`src/rtl/serial_mmio_pkg.sv`:
```
// Shared register offsets, STATUS layout and reset values for the serial MMIO port.
package serial_mmio_pkg;

    // Offsets are word indices taken from mem_addr[3:2].
    localparam logic [1:0] OFF_DATA   = 2'd0;
    localparam logic [1:0] OFF_STATUS = 2'd1;
    localparam logic [1:0] OFF_CTRL   = 2'd2;

    localparam int ST_RX_NONEMPTY  = 0;
    localparam int ST_TX_NOTFULL   = 1;
    localparam int ST_TX_DROP      = 2;
    localparam int ST_RX_COUNT_LSB = 8;
    localparam int ST_TX_COUNT_LSB = 16;

    localparam int CTRL_RX_EN = 0;
    localparam int CTRL_TX_EN = 1;
    localparam logic [1:0] CTRL_RESET = 2'b11;

    function automatic logic [31:0] status_word(
        input logic       rx_nonempty,
        input logic       tx_notfull,
        input logic       tx_drop,
        input logic [2:0] rx_count,
        input logic [2:0] tx_count
    );
        logic [31:0] w;
        w = '0;
        w[ST_RX_NONEMPTY] = rx_nonempty;
        w[ST_TX_NOTFULL]  = tx_notfull;
        w[ST_TX_DROP]     = tx_drop;
        w[ST_RX_COUNT_LSB +: 3] = rx_count;
        w[ST_TX_COUNT_LSB +: 3] = tx_count;
        return w;
    endfunction

endpackage

```
`src/rtl/serial_mmio_sync_fifo.sv`:
```
// Small synchronous FIFO with a combinational head; push is ignored when full, pop when empty.
module sync_fifo #(
    parameter int WIDTH = 8,
    parameter int DEPTH = 4
) (
    input  logic                     clock,
    input  logic                     reset,
    input  logic                     push,
    input  logic                     pop,
    input  logic [WIDTH-1:0]         din,
    output logic [WIDTH-1:0]         dout,
    output logic [$clog2(DEPTH):0]   count,
    output logic                     full,
    output logic                     empty
);
    localparam int AW = $clog2(DEPTH);
    localparam logic [AW:0] DEPTH_C = (AW+1)'(DEPTH);

    logic [WIDTH-1:0] mem_q [DEPTH];
    logic [WIDTH-1:0] mem_d [DEPTH];
    logic [AW-1:0]    rd_ptr_q, rd_ptr_d;
    logic [AW-1:0]    wr_ptr_q, wr_ptr_d;
    logic [AW:0]      count_q, count_d;
    logic             do_push, do_pop;

    assign full    = (count_q == DEPTH_C);
    assign empty   = (count_q == '0);
    assign count   = count_q;
    assign dout    = mem_q[rd_ptr_q];
    assign do_push = push && !full;
    assign do_pop  = pop && !empty;

    // Pointers wrap naturally because DEPTH is a power of two.
    always_comb begin
        mem_d    = mem_q;
        rd_ptr_d = rd_ptr_q;
        wr_ptr_d = wr_ptr_q;
        count_d  = count_q;
        if (do_push) begin
            mem_d[wr_ptr_q] = din;
            wr_ptr_d        = wr_ptr_q + 1'b1;
        end
        if (do_pop) begin
            rd_ptr_d = rd_ptr_q + 1'b1;
        end
        case ({do_push, do_pop})
            2'b10:   count_d = count_q + 1'b1;
            2'b01:   count_d = count_q - 1'b1;
            default: count_d = count_q;
        endcase
    end

    always_ff @(posedge clock) begin
        if (reset) begin
            rd_ptr_q <= '0;
            wr_ptr_q <= '0;
            count_q  <= '0;
        end else begin
            rd_ptr_q <= rd_ptr_d;
            wr_ptr_q <= wr_ptr_d;
            count_q  <= count_d;
        end
    end

    always_ff @(posedge clock) begin
        mem_q <= mem_d;
    end

endmodule

```
`src/rtl/serial_mmio.sv`:
```
// Memory-mapped serial port: DATA/STATUS/CTRL window bridging processor loads/stores to a byte-stream device.
module serial_mmio #(
    parameter logic [31:0] BASE_ADDR = 32'hFFFF0000,
    parameter int          RX_DEPTH  = 4,
    parameter int          TX_DEPTH  = 4
) (
    input  logic        clock,
    input  logic        reset,
    input  logic [31:0] mem_addr,
    input  logic [31:0] mem_wdata,
    input  logic        mem_we,
    input  logic        mem_re,
    output logic        mem_hit,
    output logic [31:0] mem_rdata,
    input  logic [7:0]  serial_in,
    input  logic        serial_valid_in,
    input  logic        serial_ready_in,
    output logic        serial_rden_out,
    output logic [7:0]  serial_out,
    output logic        serial_wren_out
);
    import serial_mmio_pkg::*;

    localparam int RCW = $clog2(RX_DEPTH) + 1;
    localparam int TCW = $clog2(TX_DEPTH) + 1;

    logic [1:0]     reg_sel;
    logic           data_rd, data_wr, status_wr, ctrl_wr;
    logic           rx_push, rx_pop, tx_push, tx_pop, tx_drop_evt;
    logic [7:0]     rx_head, tx_head;
    logic [RCW-1:0] rx_count;
    logic [TCW-1:0] tx_count;
    logic           rx_full, rx_empty, tx_full, tx_empty;

    logic [1:0]     ctrl_q, ctrl_d;
    logic           tx_drop_q, tx_drop_d;
    logic           wren_q, wren_d;
    logic [7:0]     sout_q, sout_d;
    logic           unused_bits;

    assign unused_bits = ^{mem_addr[1:0], mem_wdata[31:8]};

    assign mem_hit   = (mem_addr[31:4] == BASE_ADDR[31:4]);
    assign reg_sel   = mem_addr[3:2];
    assign data_rd   = mem_hit && mem_re && (reg_sel == OFF_DATA);
    assign data_wr   = mem_hit && mem_we && (reg_sel == OFF_DATA);
    assign status_wr = mem_hit && mem_we && (reg_sel == OFF_STATUS);
    assign ctrl_wr   = mem_hit && mem_we && (reg_sel == OFF_CTRL);

    // Fetch gate uses the pre-edge count, so a same-edge pop never makes room for a push.
    assign rx_push     = !reset && ctrl_q[CTRL_RX_EN] && serial_valid_in && !rx_full;
    assign rx_pop      = data_rd && !rx_empty;
    assign tx_push     = data_wr && !tx_full;
    assign tx_drop_evt = data_wr && tx_full;
    assign tx_pop      = ctrl_q[CTRL_TX_EN] && !tx_empty && serial_ready_in;

    assign serial_rden_out = rx_push;
    assign serial_wren_out = wren_q;
    assign serial_out      = sout_q;

    sync_fifo #(.WIDTH(8), .DEPTH(RX_DEPTH)) u_rx_fifo (
        .clock (clock),
        .reset (reset),
        .push  (rx_push),
        .pop   (rx_pop),
        .din   (serial_in),
        .dout  (rx_head),
        .count (rx_count),
        .full  (rx_full),
        .empty (rx_empty)
    );

    sync_fifo #(.WIDTH(8), .DEPTH(TX_DEPTH)) u_tx_fifo (
        .clock (clock),
        .reset (reset),
        .push  (tx_push),
        .pop   (tx_pop),
        .din   (mem_wdata[7:0]),
        .dout  (tx_head),
        .count (tx_count),
        .full  (tx_full),
        .empty (tx_empty)
    );

    always_comb begin
        mem_rdata = '0;
        if (mem_hit && mem_re) begin
            case (reg_sel)
                OFF_DATA:   mem_rdata = rx_empty ? 32'd0 : {24'd0, rx_head};
                OFF_STATUS: mem_rdata = status_word(!rx_empty, !tx_full, tx_drop_q,
                                                    3'(rx_count), 3'(tx_count));
                OFF_CTRL:   mem_rdata = {30'd0, ctrl_q};
                default:    mem_rdata = '0;
            endcase
        end
    end

    // A new drop outranks a same-cycle clear so the loss is never hidden.
    always_comb begin
        ctrl_d    = ctrl_q;
        tx_drop_d = tx_drop_q;
        wren_d    = tx_pop;
        sout_d    = tx_pop ? tx_head : sout_q;
        if (ctrl_wr) begin
            ctrl_d = mem_wdata[1:0];
        end
        if (status_wr && mem_wdata[ST_TX_DROP]) begin
            tx_drop_d = 1'b0;
        end
        if (tx_drop_evt) begin
            tx_drop_d = 1'b1;
        end
    end

    always_ff @(posedge clock) begin
        if (reset) begin
            ctrl_q    <= CTRL_RESET;
            tx_drop_q <= 1'b0;
            wren_q    <= 1'b0;
            sout_q    <= 8'h00;
        end else begin
            ctrl_q    <= ctrl_d;
            tx_drop_q <= tx_drop_d;
            wren_q    <= wren_d;
            sout_q    <= sout_d;
        end
    end

endmodule

```
`config.mk`:
```
export PLATFORM = sky130hd
export DESIGN_NAME = serial_mmio
export DESIGN_NICKNAME = d
export VERILOG_FILES = /design/src/rtl/serial_mmio_pkg.sv /design/src/rtl/serial_mmio_sync_fifo.sv /design/src/rtl/serial_mmio.sv
export SDC_FILE = /design/constraint.sdc
export NUM_CORES = 1
export LEC_CHECK = 0
export CORE_ASPECT_RATIO = 1.4
export CORE_MARGIN = 3
export CORE_UTILIZATION = 47
export DETAILED_ROUTE_END_ITERATION = 10
export PLACE_DENSITY = 0.77
export SLEW_MARGIN = 20
export SYNTH_ARGS = -nofsm -noshare
export SYNTH_HDL_FRONTEND = slang
export SYNTH_HIERARCHICAL = 1
export SYNTH_SLANG_ARGS = --single-unit
```
`constraint.sdc`:
```
create_clock -name clock -period 3.3 [get_ports clock]
set_input_delay 0.495 -clock clock [delete_from_list [all_inputs] [get_ports clock]]
set_output_delay 0.495 -clock clock [all_outputs]
set_load 0.005 [all_outputs]
```
==> results of run 1 <==
kinds of logic (layout without fill, tap and decap cells):
kind of cell	after synthesis	count (layout)	share of synthesized area, %
buf+inv	44	137	5.96
other cells	1	18	0.0921
xor+xnor	6	6	1.29
compound gates	30	30	4.15
simple gates	100	101	14.4
fa+ha+maj	12	12	4.06
flops	90	90	60.0
mux	21	21	10.1
worst min-delay path: stages, from the launching register on:
cell and delay (ns):
dfxtp_1 0.30, nand2_1 0.05, a21oi_1 0.05
per-stage QoR:
| stage | total power [mW] | area, um2 |
|---|---|---|
| floorplan | 1.31 | 4130 |
| global placement | 1.37 | 5030 |
| detailed placement | 1.38 | 5030 |
| CTS | 2.35 | 5370 |
| global route | 2.41 | 5450 |
| finish | 2.33 | 5450 |
power groups by stage:
stage,registers [mW],logic [mW],clock network [mW]
2_1_floorplan,1.25,0.0577,0
6_report,1.23,0.132,0.977
4_1_cts,1.23,0.129,0.998
3_5_place_dp,1.25,0.127,0
5_1_grt,1.23,0.145,1.04
3_3_place_gp,1.25,0.123,0
layer usage:
layer	vias to the layer above	share of wire, %	global-route usage, %
met4	0	3.3	9.71
met5	-	0	0
met1	1301	37	18.7
met3	22	3.6	2.61
li1	1290	-	-
met2	69	56	30.8
cells in the mapped netlist (2+ instances only):
cell / count / area (um2)
a21oi_1: 18 / 90.1
a2bb2oi_1: 2 / 17.5
and2_1: 13 / 81.3
and4_1: 2 / 17.5
buf_4: 20 / 150
clkbuf_1: 3 / 11.3
clkbuf_2: 2 / 10.0
dfxtp_1: 26 / 521
edfxtp_1: 64 / 1920
fa_1: 2 / 40.0
ha_1: 10 / 125
inv_1: 18 / 67.6
mux2i_1: 5 / 50.1
mux4_2: 16 / 360
nand2_1: 24 / 90.1
nand2b_1: 6 / 37.5
nand4_1: 3 / 18.8
nor2_1: 18 / 67.6
nor2b_1: 2 / 12.5
nor3_1: 8 / 40.0
nor3_2: 2 / 20.0
nor3b_1: 2 / 15.0
nor3b_2: 2 / 25.0
o21ai_0: 6 / 30.0
o31ai_1: 2 / 15.0
or3_1: 6 / 37.5
or4_1: 2 / 15.0
xor2_1: 6 / 52.6
cell usage in the layout (no fill, tap or decap), drive strengths merged, types with 3 or more instances in the layout:
cell | netlist | final
a21oi | 18 | 18
and2 | 13 | 13
buf | 20 | 26
clkbuf | 5 | 11
clkdlybuf4s50 | 0 | 60
clkinv | 1 | 3
conb | 1 | 18
dfxtp | 26 | 26
dlygate4sd2 | 0 | 9
dlymetal6s2s | 0 | 7
edfxtp | 64 | 64
ha | 10 | 10
inv | 18 | 19
mux2i | 5 | 5
mux4 | 16 | 16
nand2 | 24 | 24
nand2b | 6 | 6
nand3 | 2 | 3
nand4 | 3 | 3
nor2 | 18 | 18
nor3 | 10 | 10
nor3b | 4 | 4
o21ai | 6 | 6
or3 | 6 | 6
xor2 | 6 | 6
flip-flops by register name, indices dropped and copies added, names as in the netlist:
name	cells
u_rx_fifo/rd_ptr_q	2
tx_drop_q	1
u_rx_fifo/count	3
u_tx_fifo/mem_q	32
u_tx_fifo/count	3
u_rx_fifo/mem_q	32
u_tx_fifo/wr_ptr_q	2
serial_wren_out	1
u_rx_fifo/wr_ptr_q	2
ctrl_q	2
serial_out	8
u_tx_fifo/rd_ptr_q	2
final timing paths:
| path | start | end | slack, ns |
|---|---|---|---|
| setup / recovery | mem_addr[30] | mem_hit | 0.08 |
| hold / removal | serial_out[2]$_SDFFE_PP0P_ | serial_out[2]$_SDFFE_PP0P_ | 0.45 |
| setup reg to reg | u_rx_fifo/count[1]$_SDFFE_PP0P_ | u_rx_fifo/count[2]$_SDFFE_PP0P_ | 0.71 |
| hold reg to reg | serial_out[2]$_SDFFE_PP0P_ | serial_out[2]$_SDFFE_PP0P_ | 0.45 |
cell type report:
class	count	area, um2
fill	599	2840
sequential	90	2440
multi-input combinational	188	1530
timing repair buffer	102	995
clock buffer	11	233
tap	102	128
inverter	19	71.3
clock inverter	5	53.8
what timing repair did:
item                                    4_1_cts  5_1_grt
endpoints found under the setup margin       15        9
gates resized for setup                      16       20
gates cloned                                  1        0
buffers inserted                              3        3
pin swaps                                     3        5
==> impl_metrics.tcl, run 1 <==
set metrics [dict create \
    final_cells 517 \
    power.clock.fraction_pct 41.8 \
    final_nets 500 \
    via_per_inst 5.19 \
    tns_ns 0 \
    power_density_nw_per_um2 428 \
    dp.cells 494 \
    ys_seq_elements 90 \
    ys_types 42 \
    grt_usage_pct 16.9 \
    final_max_slew_viol_count 0 \
    cts_buffer_depth 2 \
    period_minus_slack_ns 3.22 \
    synth-edff-count 64 \
    cts_tree "built" \
    worst_pin_slew_ns 0.624 \
    cp_data_arrival_time_ns 2.73 \
    wl_per_cell_um 15.9 \
    rows 39 \
    clockRootBuffer "clkbuf_16" \
    cts_buffers 9 \
    grt_pass1_vias 2731 \
    syn_area_per_cell_um2 13.4 \
    detail-route-antenna-nets 0 \
    maxCapViolCount 0 \
    timing.fmax_mhz 310 \
    io_pins 121 \
    die_x_um 84.7 \
    ys.flop_type "edfxtp_1" \
    cts.sinks 90 \
    cp_max_fo 5 \
    clk_latency_ns 0.33 \
    endpoint_kind "output pin" \
    netSwitchingFraction_pct 19.5 \
    comb_power_share_pct 5.6 \
    path_depth 8 \
    rr_worst_depth 11 \
    intPower_mw 1.88 \
    hold_depth 2 \
    post-route-drc-count 0 \
    rsz0062_at_grt "yes" \
    crit_family "buffers and inverters" \
    cp-start-kind "primary input" \
    p_leak_nw 2.06 \
    whs_ns 0.452 \
    power_switching_uw 454 \
    hp-class "flop to flop" \
    diodes 0 \
    crit_slowest_cell "clkdlybuf4s50_1" \
    crit_type "primary input to output pin" \
    area_growth_pct 34.0 \
    setup_viol 0 \
    post-route-period-util_pct 97.7 \
    cts_hold_buf 0 \
    dp_hpwl_mm 5.71 \
    antenna_found_initial 0 \
    critPathMaxStageDelay_ns 0.50 \
    worst-path-buf-inv 5 \
    gp_congestion 0.743 \
    clk_pin_slew_ns 0.06 \
    maxSlewHeadroom_pct 58.4 \
    first_pass_iters 4 \
    cp.required_ns 2.80 \
    pwr-share-seq_pct 52.5 \
    grt_pass1_wl_mm 12.8 \
    async_reset_ff_share_pct 0 \
    finalWirelength_mm 8.21 \
    die_h_um 116 \
    die_area_um2 9830 \
    htree_levels 3 \
    netlist_area_um2 4070 \
    grt_max_degree 32 \
    status "finished, final reports clean" \
    grt-ovfl-total 0 \
    drt-initial-drc-count 124 \
    fin_util_pct 65.7 \
    drive_gt1_share_pct 18.8 \
    pre_cts_slack_ns -0.217 \
    initial_core_util_pct 49.1 \
    via_count 2682 \
    finalHoldViolations 0 \
    ir_drop_mv 0.385 \
    io_buffers 76 \
    core_area_um2 8300 \
    synthCells 304 \
    seq_area_frac_synth_pct 60.0 \
    ys_warn_count 6 \
    path_cells "clkdlybuf4s50_1, or4b_4, nor4_4, buf_4, nand3_2, buf_4, inv_1, clkdlybuf4s50_1" \
    fin_ws_ns 0.0751 \
    clock_skew_ns 0.00652 \
]
Power figures use the tool's default switching activity.
==> run 2: changes to the inputs <==
- CORE_UTILIZATION: 47 -> 40
- PLACE_DENSITY: 0.77 -> 0.67
- SLEW_MARGIN: 20 -> 5
==> run 2 against run 1 <==
Compared with the run above:
- sequential cell count unchanged
- combinational power about the same
- die area up 16%
- via count down 0.97%
- largest power group unchanged
==> impl_metrics.tcl, run 2 (synthesis results as in run 1) <==
set metrics [dict create \
    grt-ovfl-total 0 \
    final_max_slew_viol_count 0 \
    crit_type "primary input to flop" \
    via_per_inst 4.85 \
    period_minus_slack_ns 3.24 \
    area_growth_pct 35.4 \
    ir_drop_mv 0.305 \
    pre_cts_slack_ns -0.240 \
    die_h_um 125 \
    worst_pin_slew_ns 0.645 \
    p_leak_nw 2.05 \
    cp-start-kind "primary input" \
    post-route-period-util_pct 98.3 \
    cp_data_arrival_time_ns 3.51 \
    layout_commonest_cell "edfxtp_1" \
    grt_pass1_vias 2684 \
    grt_usage_pct 14.6 \
    die_area_um2 11400 \
    grt_pass1_wl_mm 13.1 \
    power_density_nw_per_um2 432 \
    startpoint "mem_addr[5]" \
    core_area_um2 9670 \
    io_pins 121 \
    cts_hold_buf 0 \
    clock_skew_ns 0.00575 \
    final_cells 548 \
    clockRootBuffer "clkbuf_16" \
    antenna_found_initial 0 \
    maxSlewHeadroom_pct 57.0 \
    clk_pin_slew_ns 0.06 \
    rr_worst_depth 12 \
    htree_levels 3 \
    cts_buffers 9 \
    cp_max_fo 3 \
    cts.sinks 90 \
    final_cell_mix "edfxtp_1 (64), clkdlybuf4s50_1 (57), dfxtp_1 (26)" \
    initial_core_util_pct 42.1 \
    final_nets 501 \
    setup_viol 0 \
    maxCapViolCount 0 \
    diodes 0 \
    gp_congestion 0.769 \
    rr_startpoint "u_rx_fifo/count[0]$_SDFFE_PP0P_" \
    wl_per_cell_um 15.0 \
    cts_tree "built" \
    detail-route-antenna-nets 0 \
    drive_gt1_share_pct 18.5 \
    cp.required_ns 3.56 \
    io_buffers 76 \
    die_x_um 91.3 \
    min_from "serial_out[0]$_SDFFE_PP0P_" \
    status "finished, final reports clean" \
    grt_max_degree 32 \
    finalWirelength_mm 8.23 \
    drt-initial-drc-count 101 \
    dp_hpwl_mm 6.03 \
    cts_buffer_depth 2 \
    first_pass_iters 4 \
    tns_ns 0 \
    timing.fmax_mhz 308 \
    hold_depth 2 \
    finalHoldViolations 0 \
    fillCellCount 812 \
    clk_latency_ns 0.33 \
    rows 42 \
    endpoint_kind "flop" \
    via_count 2656 \
    dp.cells 526 \
    fin_ws_ns 0.0565 \
    post-route-drc-count 0 \
    hp-class "flop to flop" \
]
==> run 2: repair_timing <==
action | CTS | global route
setup buffers | 3 | 3
endpoints found under the setup margin | 15 | 7
hold endpoints to repair | 0 | 0
gates resized for setup | 14 | 20
pin swaps | 2 | 10
==> run 2: through the flow <==
step	instance area (um2)	total power, mW	utilization [%]	hold WS [ns]
CTS	5410	2.40	56.0	0.455
global route	5510	2.46	57.0	0.484
global placement	5090	1.37	52.7	0.442
detailed placement	5090	1.38	52.7	0.446
floorplan	4130	1.31	-	0.453
finish	5510	2.38	57.0	0.454
==> run 2: final timing paths <==
kind | end | slack, ns
setup / recovery | u_rx_fifo/count[2]$_SDFFE_PP0P_ | 0.06
hold / removal | serial_out[0]$_SDFFE_PP0P_ | 0.45
setup reg to reg | u_rx_fifo/count[2]$_SDFFE_PP0P_ | 0.48
hold reg to reg | serial_out[0]$_SDFFE_PP0P_ | 0.45
==> run 2: layout make-up <==
type | count | area [um2] | area share [%]
Inverter | 19 | 71.3 | 1.29
Timing Repair Buffer | 104 | 1020 | 18.6
Tap cell | 132 | 165 | 3.00
Clock inverter | 5 | 61.3 | 1.11
Sequential cell | 90 | 2440 | 44.3
Clock buffer | 11 | 243 | 4.41
Multi-Input combinational cell | 187 | 1500 | 27.3
==> run 2: power by group <==
group          internal (mW)  switching, mW
logic                 0.0752         0.0544
registers               1.22        0.00711
clock network          0.613          0.409
==> run 2: critical path: stages <==
cell             delay (ns)
clkdlybuf4s50_1        0.40
or4_4                  0.49
nor4_4                 0.31
and4_4                 0.29
buf_6                  0.11
o31ai_4                0.06
inv_1                  0.07
ha_2                   0.18
inv_2                  0.05
fa_2                   0.38
xor2_2                 0.19
or3_1                  0.37
a21oi_1                0.13
==> run 2: layer usage <==
metal	up-vias	global-route usage, %	part of all wire (%)
met5	-	0	0
met4	0	4.26	1.0
met3	5	3.06	3.8
met2	56	28.2	58
met1	1307	15.6	37
li1	1288	-	-
==> run 3: changes to the inputs <==
- CTS_CLUSTER_SIZE: default -> 30
- SETUP_SLACK_MARGIN: default -> 0.5
==> run 3 against run 2 <==
Compared with the run above:
- via count fell by 0.11%
- clock skew fell by 0.0016 ns
- final area rose by 1.9%
- combinational power barely moved
- largest cell class unchanged
- largest power group unchanged
- highest routed layer unchanged
==> impl_metrics.tcl, run 3 (synthesis results as in run 1) <==
set metrics [dict create \
    die_area_um2 11400 \
    post-route-drc-count 0 \
    htree_levels 3 \
    layout_commonest_cell "edfxtp_1" \
    grt_pass1_wl_mm 13.1 \
    netSwitchingFraction_pct 19.8 \
    io_buffers 76 \
    crit_type "primary input to flop" \
    rsz0062_at_grt "yes" \
    cp_max_fo 2 \
    hp-class "flop to flop" \
    timing.fmax_mhz 343 \
    maxCapViolCount 0 \
    rows 42 \
    clock_skew_ns 0.00411 \
    drt-initial-drc-count 92 \
    cp.required_ns 3.56 \
    crit_slowest_cell "or4_4" \
    wl_per_cell_um 14.8 \
    final_max_slew_viol_count 0 \
    grt_usage_pct 14.8 \
    power.total_mw 2.35 \
    cts_tree "built" \
    area_growth_pct 37.9 \
    first_pass_iters 4 \
    cp-start-kind "primary input" \
    final_cell_mix "edfxtp_1 (64), clkdlybuf4s50_1 (49), buf_4 (26)" \
    critPathMaxStageDelay_ns 0.53 \
    maxSlewHeadroom_pct 56.5 \
    dp_hpwl_mm 5.97 \
    core_area_um2 9670 \
    period_minus_slack_ns 2.91 \
    power.clock.fraction_pct 42.2 \
    finalWirelength_mm 8.22 \
    whs_ns 0.453 \
    detail-route-antenna-nets 0 \
    dpl_cell_area_um2 5140 \
    cp_data_arrival_time_ns 3.17 \
    final_nets 510 \
    power_density_nw_per_um2 418 \
    ir_drop_mv 0.304 \
    fin_area_um2 5610 \
    intPower_mw 1.88 \
    clk_pin_slew_ns 0.06 \
    post-route-period-util_pct 88.3 \
    status "finished, final reports clean" \
    grt_max_degree 32 \
    antenna_found_initial 0 \
    power_switching_uw 465 \
    finalHoldViolations 0 \
    cts.sinks 90 \
    clk_latency_ns 0.33 \
    cts_buffers 9 \
    grt_pass1_vias 2671 \
    via_count 2653 \
    initial_core_util_pct 42.1 \
    via_per_inst 4.76 \
    cts_buffer_depth 2 \
    gp_congestion 0.803 \
    die_h_um 125 \
    pwr-share-seq_pct 52.3 \
    io_pins 121 \
    path_cells "clkdlybuf4s15_1, or4_4, nor4_4, buf_4, and4_4, buf_6, o31ai_4, inv_1, ha_2, inv_2, fa_2, xor2_1, or3_1, a21oi_1" \
    drive_gt1_share_pct 30.8 \
    clockRootBuffer "clkbuf_16" \
    comb_power_share_pct 5.5 \
    worst_pin_slew_ns 0.652 \
    die_x_um 91.3 \
    grt-ovfl-total 0 \
    diodes 0 \
    endpoint_kind "flop" \
    setup_viol 0 \
    p_leak_nw 2.02 \
]
[run 3: what timing repair did]
| action | in CTS | in global routing |
|---|---|---|
| hold buffers | 0 | 0 |
| buffers inserted | 12 | 1 |
| pin swaps | 15 | 22 |
| gates resized for setup | 81 | 47 |
| setup endpoints to repair | 49 | 51 |
[run 3: through the flow]
step | TNS [ns] | cells | setup slack, ns | util, %
3_3_place_gp | -2.09 | 528 | -0.183 | 53.2
2_1_floorplan | 0 | 321 | 0.329 | -
4_1_cts | 0 | 556 | 0.325 | 56.8
3_5_place_dp | -2.31 | 528 | -0.210 | 53.2
5_1_grt | 0 | 557 | 0.271 | 58.0
6_report | 0 | 557 | 0.386 | 58.0
[run 3: final timing paths]
kind                                        start                               to  slack (ns)  cells past startpoint
setup reg to reg  u_rx_fifo/count[1]$_SDFFE_PP0P_  u_rx_fifo/count[2]$_SDFFE_PP0P_        0.64                     12
setup / recovery                      mem_addr[4]  u_rx_fifo/count[2]$_SDFFE_PP0P_        0.39                     14
hold / removal         serial_out[0]$_SDFFE_PP0P_       serial_out[0]$_SDFFE_PP0P_        0.45                      2
hold reg to reg        serial_out[0]$_SDFFE_PP0P_       serial_out[0]$_SDFFE_PP0P_        0.45                      2
[run 3: per-layer routing]
layer	vias to the layer above	track usage [%]	wire (um)
met5	-	0	0
met3	8	3.13	355
li1	1309	-	-
met4	0	6.48	122
met1	1271	15.8	3100
met2	65	27.7	4640
[run 3: cell type report]
cell class / instances / area, um2
fillers: 801 / 4060
repair buffers: 113 / 1050
well taps: 132 / 165
multi-input cells: 187 / 1590
clock inverters: 6 / 65.1
inverters: 19 / 71.3
flip-flops and latches: 90 / 2440
clock buffers: 10 / 229
[run 3: power groups by stage]
stage | combinational (mW) | sequential (mW) | clock (mW)
after detailed placement | 0.129 | 1.25 | 0
after global placement | 0.127 | 1.25 | 0
final | 0.129 | 1.23 | 0.990
after floorplan | 0.0584 | 1.25 | 0
after CTS | 0.126 | 1.23 | 1.02
after global routing | 0.142 | 1.23 | 1.07
[run 3: worst max-delay path: cells and delay by family]
kind / cells / cell delay (ns)
AND/OR/NAND/NOR: 4 / 1.30
AO/OA/AOI/OAI: 2 / 0.18
adder cells (fa/ha/maj): 2 / 0.50
buffers and inverters: 5 / 0.55
XOR/XNOR: 1 / 0.15
